### src/rtl/apb_slave_regs_pkg.sv
// Shared FSM state type, register map indices and field widths
// for the APB register-bank completer.
package apb_slave_pkg;

   typedef enum logic [1:0] {
      IDLE,
      WAIT,
      ACCESS
   } apb_state_e;

   localparam int unsigned REG_IDX_W = 4;
   localparam int unsigned WAITCFG_W = 4;

   localparam logic [REG_IDX_W-1:0] REG_ID       = 4'd0;
   localparam logic [REG_IDX_W-1:0] REG_WAITCFG  = 4'd1;
   localparam logic [REG_IDX_W-1:0] REG_SCRATCH0 = 4'd2;

endpackage

### src/rtl/apb_slave_regs_if.sv
// APB (AMBA 3) bus bundle between a requester (master) and this completer (slave).
interface apb_slave_regs_if;

   logic        psel;
   logic        penable;
   logic        pwrite;
   logic [31:0] paddr;
   logic [31:0] pwdata;
   logic [31:0] prdata;
   logic        pready;
   logic        pslverr;

   modport master (
      output psel, penable, pwrite, paddr, pwdata,
      input  prdata, pready, pslverr
   );

   modport slave (
      input  psel, penable, pwrite, paddr, pwdata,
      output prdata, pready, pslverr
   );

endinterface

### src/rtl/apb_slave_regbank.sv
// Register array for the APB completer: ID constant, WAITCFG field and
// scratch words, with one write port and one combinational read mux.
module apb_slave_regbank
   import apb_slave_pkg::*;
#(
   parameter int unsigned NUM_REGS = 8,
   parameter logic [31:0] ID_VALUE = 32'hA9B0_0001
) (
   input  logic                 clk,
   input  logic                 preset,
   input  logic                 we,
   input  logic [REG_IDX_W-1:0] widx,
   input  logic [31:0]          wdata,
   input  logic [REG_IDX_W-1:0] ridx,
   output logic [31:0]          rdata,
   output logic [WAITCFG_W-1:0] wait_cfg
);

   localparam int unsigned DEPTH = 2**REG_IDX_W;

   // Spans the whole index space so the 4-bit index selects directly;
   // slots outside the scratch range are never written and stay zero.
   logic [31:0] scratch [DEPTH];

   logic widx_scratch;
   logic ridx_scratch;

   always_comb begin
      widx_scratch = (widx >= REG_SCRATCH0) && (32'(widx) < NUM_REGS);
      ridx_scratch = (ridx >= REG_SCRATCH0) && (32'(ridx) < NUM_REGS);
   end

   always_ff @(posedge clk or posedge preset) begin
      if (preset) begin
         wait_cfg <= '0;
         scratch  <= '{default: '0};
      end else if (we) begin
         if (widx == REG_WAITCFG) begin
            wait_cfg <= wdata[WAITCFG_W-1:0];
         end else if (widx_scratch) begin
            scratch[widx] <= wdata;
         end
      end
   end

   always_comb begin
      rdata = '0;
      if (ridx == REG_ID) begin
         rdata = ID_VALUE;
      end else if (ridx == REG_WAITCFG) begin
         rdata = {{(32-WAITCFG_W){1'b0}}, wait_cfg};
      end else if (ridx_scratch) begin
         rdata = scratch[ridx];
      end
   end

endmodule

### src/rtl/apb_slave_regs.sv
// APB completer: setup capture, programmable wait states and registered
// response over a small memory-mapped register bank.
module apb_slave_regs
   import apb_slave_pkg::*;
#(
   parameter int unsigned NUM_REGS = 8,
   parameter logic [31:0] ID_VALUE = 32'hA9B0_0001
) (
   input logic             clk,
   input logic             preset,
   apb_slave_regs_if.slave apb
);

   apb_state_e           state;
   logic [REG_IDX_W-1:0] idx_q;
   logic                 write_q;
   logic                 err_q;
   logic [31:0]          wdata_q;
   logic [WAITCFG_W-1:0] cnt;

   logic [WAITCFG_W-1:0] wait_cfg;
   logic [31:0]          rdata;
   logic [31:0]          prdata_q;
   logic                 pready_q;
   logic                 pslverr_q;

   logic                 setup;
   logic                 bad_d;
   logic                 go_access;
   logic                 commit;
   logic                 sel_err;
   logic                 sel_wr;
   logic [REG_IDX_W-1:0] idx_d;
   logic [REG_IDX_W-1:0] sel_idx;

   always_comb begin
      idx_d = apb.paddr[5:2];
      setup = apb.psel && !apb.penable;
      bad_d = (apb.paddr[1:0] != '0) || (apb.paddr[31:6] != '0) ||
              (32'(idx_d) >= NUM_REGS) || (apb.pwrite && (idx_d == REG_ID));

      // A zero-wait transfer responds straight out of IDLE, so its response
      // is formed from the live setup-cycle inputs instead of the captures.
      sel_idx = (state == IDLE) ? idx_d       : idx_q;
      sel_err = (state == IDLE) ? bad_d       : err_q;
      sel_wr  = (state == IDLE) ? apb.pwrite  : write_q;

      go_access = ((state == IDLE) && setup && (wait_cfg == '0)) ||
                  ((state == WAIT) && apb.psel && apb.penable &&
                   (cnt == WAITCFG_W'(1)));

      commit = (state == ACCESS) && apb.psel && write_q && !err_q;
   end

   always_ff @(posedge clk or posedge preset) begin
      if (preset) begin
         state     <= IDLE;
         idx_q     <= '0;
         write_q   <= 1'b0;
         err_q     <= 1'b0;
         wdata_q   <= '0;
         cnt       <= '0;
         pready_q  <= 1'b0;
         pslverr_q <= 1'b0;
         prdata_q  <= '0;
      end else begin
         pready_q  <= go_access;
         pslverr_q <= go_access && sel_err;
         prdata_q  <= (go_access && !sel_err && !sel_wr) ? rdata : '0;

         case (state)
            IDLE: begin
               if (setup) begin
                  idx_q   <= idx_d;
                  write_q <= apb.pwrite;
                  wdata_q <= apb.pwdata;
                  err_q   <= bad_d;
                  cnt     <= wait_cfg;
                  state   <= (wait_cfg == '0) ? ACCESS : WAIT;
               end
            end
            WAIT: begin
               if (!apb.psel) begin
                  state <= IDLE;
               end else if (apb.penable) begin
                  if (cnt == WAITCFG_W'(1)) begin
                     state <= ACCESS;
                  end else begin
                     cnt <= cnt - 1'b1;
                  end
               end
            end
            ACCESS: state <= IDLE;
            default: state <= IDLE;
         endcase
      end
   end

   assign apb.pready  = pready_q;
   assign apb.pslverr = pslverr_q;
   assign apb.prdata  = prdata_q;

   apb_slave_regbank #(
      .NUM_REGS (NUM_REGS),
      .ID_VALUE (ID_VALUE)
   ) u_regbank (
      .clk      (clk),
      .preset   (preset),
      .we       (commit),
      .widx     (idx_q),
      .wdata    (wdata_q),
      .ridx     (sel_idx),
      .rdata    (rdata),
      .wait_cfg (wait_cfg)
   );

endmodule
### src/flat_wrapper.sv
// flat-port wrapper written by rule: the top's interface ports become plain ports
module apb_slave_regs_flat import apb_slave_pkg::*;
#(
   parameter int unsigned NUM_REGS = 8,
   parameter logic [31:0] ID_VALUE = 32'hA9B0_0001
)
  (clk, preset, apb_psel, apb_penable, apb_pwrite, apb_paddr, apb_pwdata, apb_prdata, apb_pready, apb_pslverr);
  apb_slave_regs_if apb_i ();
  input logic clk;
  input logic preset;
  input wire logic [$bits(apb_i.psel)-1:0] apb_psel;
  input wire logic [$bits(apb_i.penable)-1:0] apb_penable;
  input wire logic [$bits(apb_i.pwrite)-1:0] apb_pwrite;
  input wire logic [$bits(apb_i.paddr)-1:0] apb_paddr;
  input wire logic [$bits(apb_i.pwdata)-1:0] apb_pwdata;
  output wire logic [$bits(apb_i.prdata)-1:0] apb_prdata;
  output wire logic [$bits(apb_i.pready)-1:0] apb_pready;
  output wire logic [$bits(apb_i.pslverr)-1:0] apb_pslverr;
  assign apb_i.psel = apb_psel;
  assign apb_i.penable = apb_penable;
  assign apb_i.pwrite = apb_pwrite;
  assign apb_i.paddr = apb_paddr;
  assign apb_i.pwdata = apb_pwdata;
  assign apb_prdata = apb_i.prdata;
  assign apb_pready = apb_i.pready;
  assign apb_pslverr = apb_i.pslverr;
  apb_slave_regs #(.NUM_REGS(NUM_REGS), .ID_VALUE(ID_VALUE)) u_core (.clk(clk), .preset(preset), .apb(apb_i));
endmodule
### config.mk
export PLATFORM = sky130hd
export DESIGN_NAME = apb_slave_regs_flat
export DESIGN_NICKNAME = d
export VERILOG_FILES = /design/src/rtl/apb_slave_regs_pkg.sv /design/src/rtl/apb_slave_regs_if.sv /design/src/rtl/apb_slave_regbank.sv /design/src/rtl/apb_slave_regs.sv /design/src/flat_wrapper.sv
export SDC_FILE = /design/constraint.sdc
export NUM_CORES = 1
export LEC_CHECK = 0
export CORE_ASPECT_RATIO = 0.75
export CORE_MARGIN = 4
export CORE_UTILIZATION = 40
export CTS_BUF_LIST = sky130_fd_sc_hd__clkbuf_4 sky130_fd_sc_hd__clkbuf_8
export CTS_CLUSTER_SIZE = 25
export DETAILED_ROUTE_END_ITERATION = 10
export PLACE_DENSITY = 0.66
export SETUP_SLACK_MARGIN = 0.15
export SYNTH_ARGS = -nofsm -noshare
export SYNTH_HDL_FRONTEND = slang
export SYNTH_SLANG_ARGS = --single-unit
### constraint.sdc
create_clock -name clk -period 8.7 [get_ports clk]
set_input_delay 1.74 -clock clk [delete_from_list [all_inputs] [get_ports clk]]
set_output_delay 1.74 -clock clk [all_outputs]
set_load 0.01 [all_outputs]
==> reports/qor.csv <==
metric,value,unit
setup_viol,0,
port_buffers,102,
slew_headroom,0.213,
slew_viol_final,0,
period_share,0.475,
overflow,0,
m1WireLength,14400,um
swShare,0.281,
clock_path_buffers,3,
powerDensity,203,nW/um^2
tns,0,ns
syn_inst,990,
max_slew.worst_pin.slew,1.18,ns
fin_nets,1160,
synthDistinctLibCells,62,
start_kind,primary input,
cts_tree,built,
wl_met2,12900,um
dr_total_vias,8111,
first_pass_iters,5,
hold_slack,0.489,ns
clock_sinks,274,
htree_levels,2,
grt_max_degree,152,
r2r_end,u_core.apb.prdata[31],
power_frac_seq,0.502,
leakage,6.67,nW
synth_area_per_cell,12.3,sq um
hold_violations,0,
synth_adder_area_share,0.00205,
fmax,0.242,GHz
yosysWarnings,0,
holdBufCountCts,0,
dpl.hpwl,17500,um
cts_root_buffer,clkbuf_8,
drt_iter0_drc,522,
first_global_vias,8407,
synth_nets,1061,
worstSetupPathType,primary input to flip-flop,
gp_congestion,0.810,
cts_buffers,43,
antenna_cells,0,
status,"finished, final reports clean",
p_total,2.94,mW
synth_edf_count,0,
end_kind,flip-flop,
worstPathMaxFanout,20,
synth_compound_area_frac,0.0838,
io_pins,103,
synth_simple_gate_area_frac,0.0963,
grt_util_all_layers,0.175,
start_util,0.405,
synthFlopType,dfrtp_1,
rows,55,
antenna_found_initial,0,
worstRegToRegCells,6,
rr_startpoint,u_core.state[0],
cp.arrival,4.57,ns
synth_top_family_by_area,multiplexers,
crit_start,apb_psel,
rsz0062_at_grt,false,
routed.top_layer,met4,
die_h,159,um
synth-seq-cells,274,
syn2layout_area_growth,18.5,%
grt_pass1_wl,47300,um
viasPerCell,5.36,
fin_crit,4.13,ns
clkTransAtPathRegs,0.07,ns
netlist_area,12200,sq um
cell_internal_pwr,2.11,mW
clock_latency,0.58,ns
drc_errors,0,
peakVddDrop,108,uV
crit_end,u_core.u_regbank.scratch[402],
cp_data_required_time,9.14,ns
coreArea,30100,sq um
die_x,210,um
die_area,33400,sq um
ctsResizeCount,0,
cts_setup_buffers,0,
max_cap_violations,0,
synth_mux_area_frac,0.229,
met3_wirelength,1480,um
synth_xor_area_frac,0,
finClkSkew,0.0235,ns
drt-total-wl,29200,um
postRouteAntennaNets,0,
ys_seq_area_frac,0.562,
drive_gt1_frac,0.267,
ff2ff_setup_slack,5.27,ns
power_frac_clock,0.376,
async_flop_share,1.00,
p_sw,0.827,mW
wl_per_cell,19.3,um
hold_path.class,flip-flop to flip-flop,
power_frac_comb,0.122,
layout by cell type, fill, tap and decap left out, types with 8 or more instances in the layout:
| master | n |
|---|---|
| a21o_1 | 21 |
| a21oi_1 | 32 |
| a31oi_1 | 14 |
| buf_4 | 11 |
| clkbuf_4 | 14 |
| clkbuf_8 | 52 |
| clkdlybuf4s50_1 | 102 |
| dfrtp_1 | 274 |
| mux2_1 | 14 |
| mux2_2 | 192 |
| mux2i_1 | 46 |
| nand2_1 | 169 |
| nand3_1 | 10 |
| nor2_1 | 21 |
| nor4_1 | 8 |
| o21ai_0 | 11 |
| o22a_1 | 21 |
state kept, by name, summed over array words and instances (netlist names):
signal                     cells
u_core.apb.pready              1
u_core.apb.prdata             32
u_core.write_q                 1
u_core.state                   2
u_core.u_regbank.scratch     192
u_core.idx_q                   4
u_core.err_q                   1
u_core.u_regbank.wait_cfg      4
u_core.apb.pslverr             1
u_core.wdata_q                32
u_core.cnt                     4
metrics by stage:
| step | cells | setup WS [ns] | cell area, sq um | util |
|---|---|---|---|---|
| after floorplan | 990 | 3.34 | 12200 | - |
| after global placement | 1443 | 4.06 | 13600 | 0.452 |
| after detailed placement | 1443 | 4.03 | 13600 | 0.452 |
| after CTS | 1514 | 4.62 | 14500 | 0.481 |
| after global routing | 1514 | 4.46 | 14500 | 0.481 |
| final | 1514 | 4.57 | 14500 | 0.481 |
power groups by stage:
| stage | registers, mW | logic, mW | clock network [mW] |
|---|---|---|---|
| global route | 1.49 | 0.401 | 1.20 |
| global placement | 1.49 | 0.356 | 0 |
| detailed placement | 1.49 | 0.363 | 0 |
| finish | 1.48 | 0.360 | 1.11 |
| floorplan | 1.44 | 0.267 | 0 |
| CTS | 1.47 | 0.365 | 1.14 |
layout make-up:
class                           count  area (sq um)
Timing Repair Buffer              114          1120
Inverter                            7          30.0
Tap cell                          399           499
Multi-Input combinational cell    649          5080
Clock inverter                      5          38.8
Clock buffer                       66           821
Sequential cell                   274          6860
Fill cell                        2732         15600
synth_stat cells, types with 2 or more instances:
| cell | instances | share of area |
|---|---|---|
| a32oi_1 | 4 | 0.0029 |
| a2bb2oi_1 | 2 | 0.0014 |
| buf_4 | 4 | 0.0025 |
| and3_1 | 3 | 0.0015 |
| o22a_1 | 21 | 0.015 |
| a32o_1 | 2 | 0.0016 |
| nor4b_1 | 3 | 0.0022 |
| buf_1 | 2 | 0.00062 |
| nand2b_1 | 4 | 0.0021 |
| nand3_1 | 10 | 0.0041 |
| buf_6 | 2 | 0.0018 |
| o221ai_1 | 6 | 0.0043 |
| inv_1 | 7 | 0.0022 |
| nor3_1 | 5 | 0.0021 |
| nor4_1 | 8 | 0.0041 |
| a31oi_1 | 17 | 0.0087 |
| buf_2 | 32 | 0.013 |
| o21ai_0 | 11 | 0.0045 |
| mux2i_1 | 47 | 0.039 |
| nand4_1 | 2 | 0.0010 |
| clkbuf_1 | 19 | 0.0058 |
| nor2_1 | 22 | 0.0068 |
| dfrtp_1 | 274 | 0.56 |
| a21oi_1 | 32 | 0.013 |
| o21ba_2 | 2 | 0.0016 |
| mux2_1 | 14 | 0.013 |
| nor4_4 | 2 | 0.0035 |
| nand2_1 | 169 | 0.052 |
| nor2b_1 | 5 | 0.0026 |
| mux2_2 | 192 | 0.18 |
| o22ai_1 | 2 | 0.0010 |
| a22o_1 | 5 | 0.0036 |
| nor4bb_1 | 2 | 0.0016 |
| a21o_1 | 21 | 0.013 |
| o211ai_1 | 3 | 0.0018 |
| o21ai_1 | 5 | 0.0021 |
| ha_1 | 2 | 0.0021 |
| a311oi_1 | 2 | 0.0014 |
| a22oi_1 | 2 | 0.0012 |
critical path, stage by stage:
cell and delay (ns):
clkdlybuf4s50_1 0.59, nand4b_1 0.16, nor2_1 0.17, nand2_1 0.22, nor4_4 0.83, buf_4 0.47
mux2_2 0.38
worst min path at each step:
stage	endpoint	slack, ns	cells after the start	startpoint
after floorplan	u_core.u_regbank.scratch[311]	0.45	1	u_core.u_regbank.scratch[311]
after global placement	u_core.u_regbank.scratch[311]	0.46	1	u_core.u_regbank.scratch[311]
after detailed placement	u_core.u_regbank.scratch[283]	0.48	1	u_core.u_regbank.scratch[283]
after CTS	u_core.u_regbank.scratch[283]	0.49	1	u_core.u_regbank.scratch[283]
after global routing	u_core.u_regbank.scratch[284]	0.50	1	u_core.u_regbank.scratch[284]
final	u_core.u_regbank.scratch[284]	0.49	1	u_core.u_regbank.scratch[284]
routing by layer:
layer / track usage / vias to the layer above
li1: - / 3732
met1: 0.263 / 4158
met2: 0.259 / 195
met3: 0.0392 / 26
met4: 0.0424 / 0
met5: 0 / -
logic make-up (layout without fill, tap and decap cells):
family	after synthesis	count (layout)
AO/OA/AOI/OAI	144	144
adder cells (fa/ha/maj)	2	2
buffers and inverters	67	192
flip-flops	274	274
multiplexers	253	253
AND/OR/NAND/NOR	250	250
(Power assumes the default switching activity.)
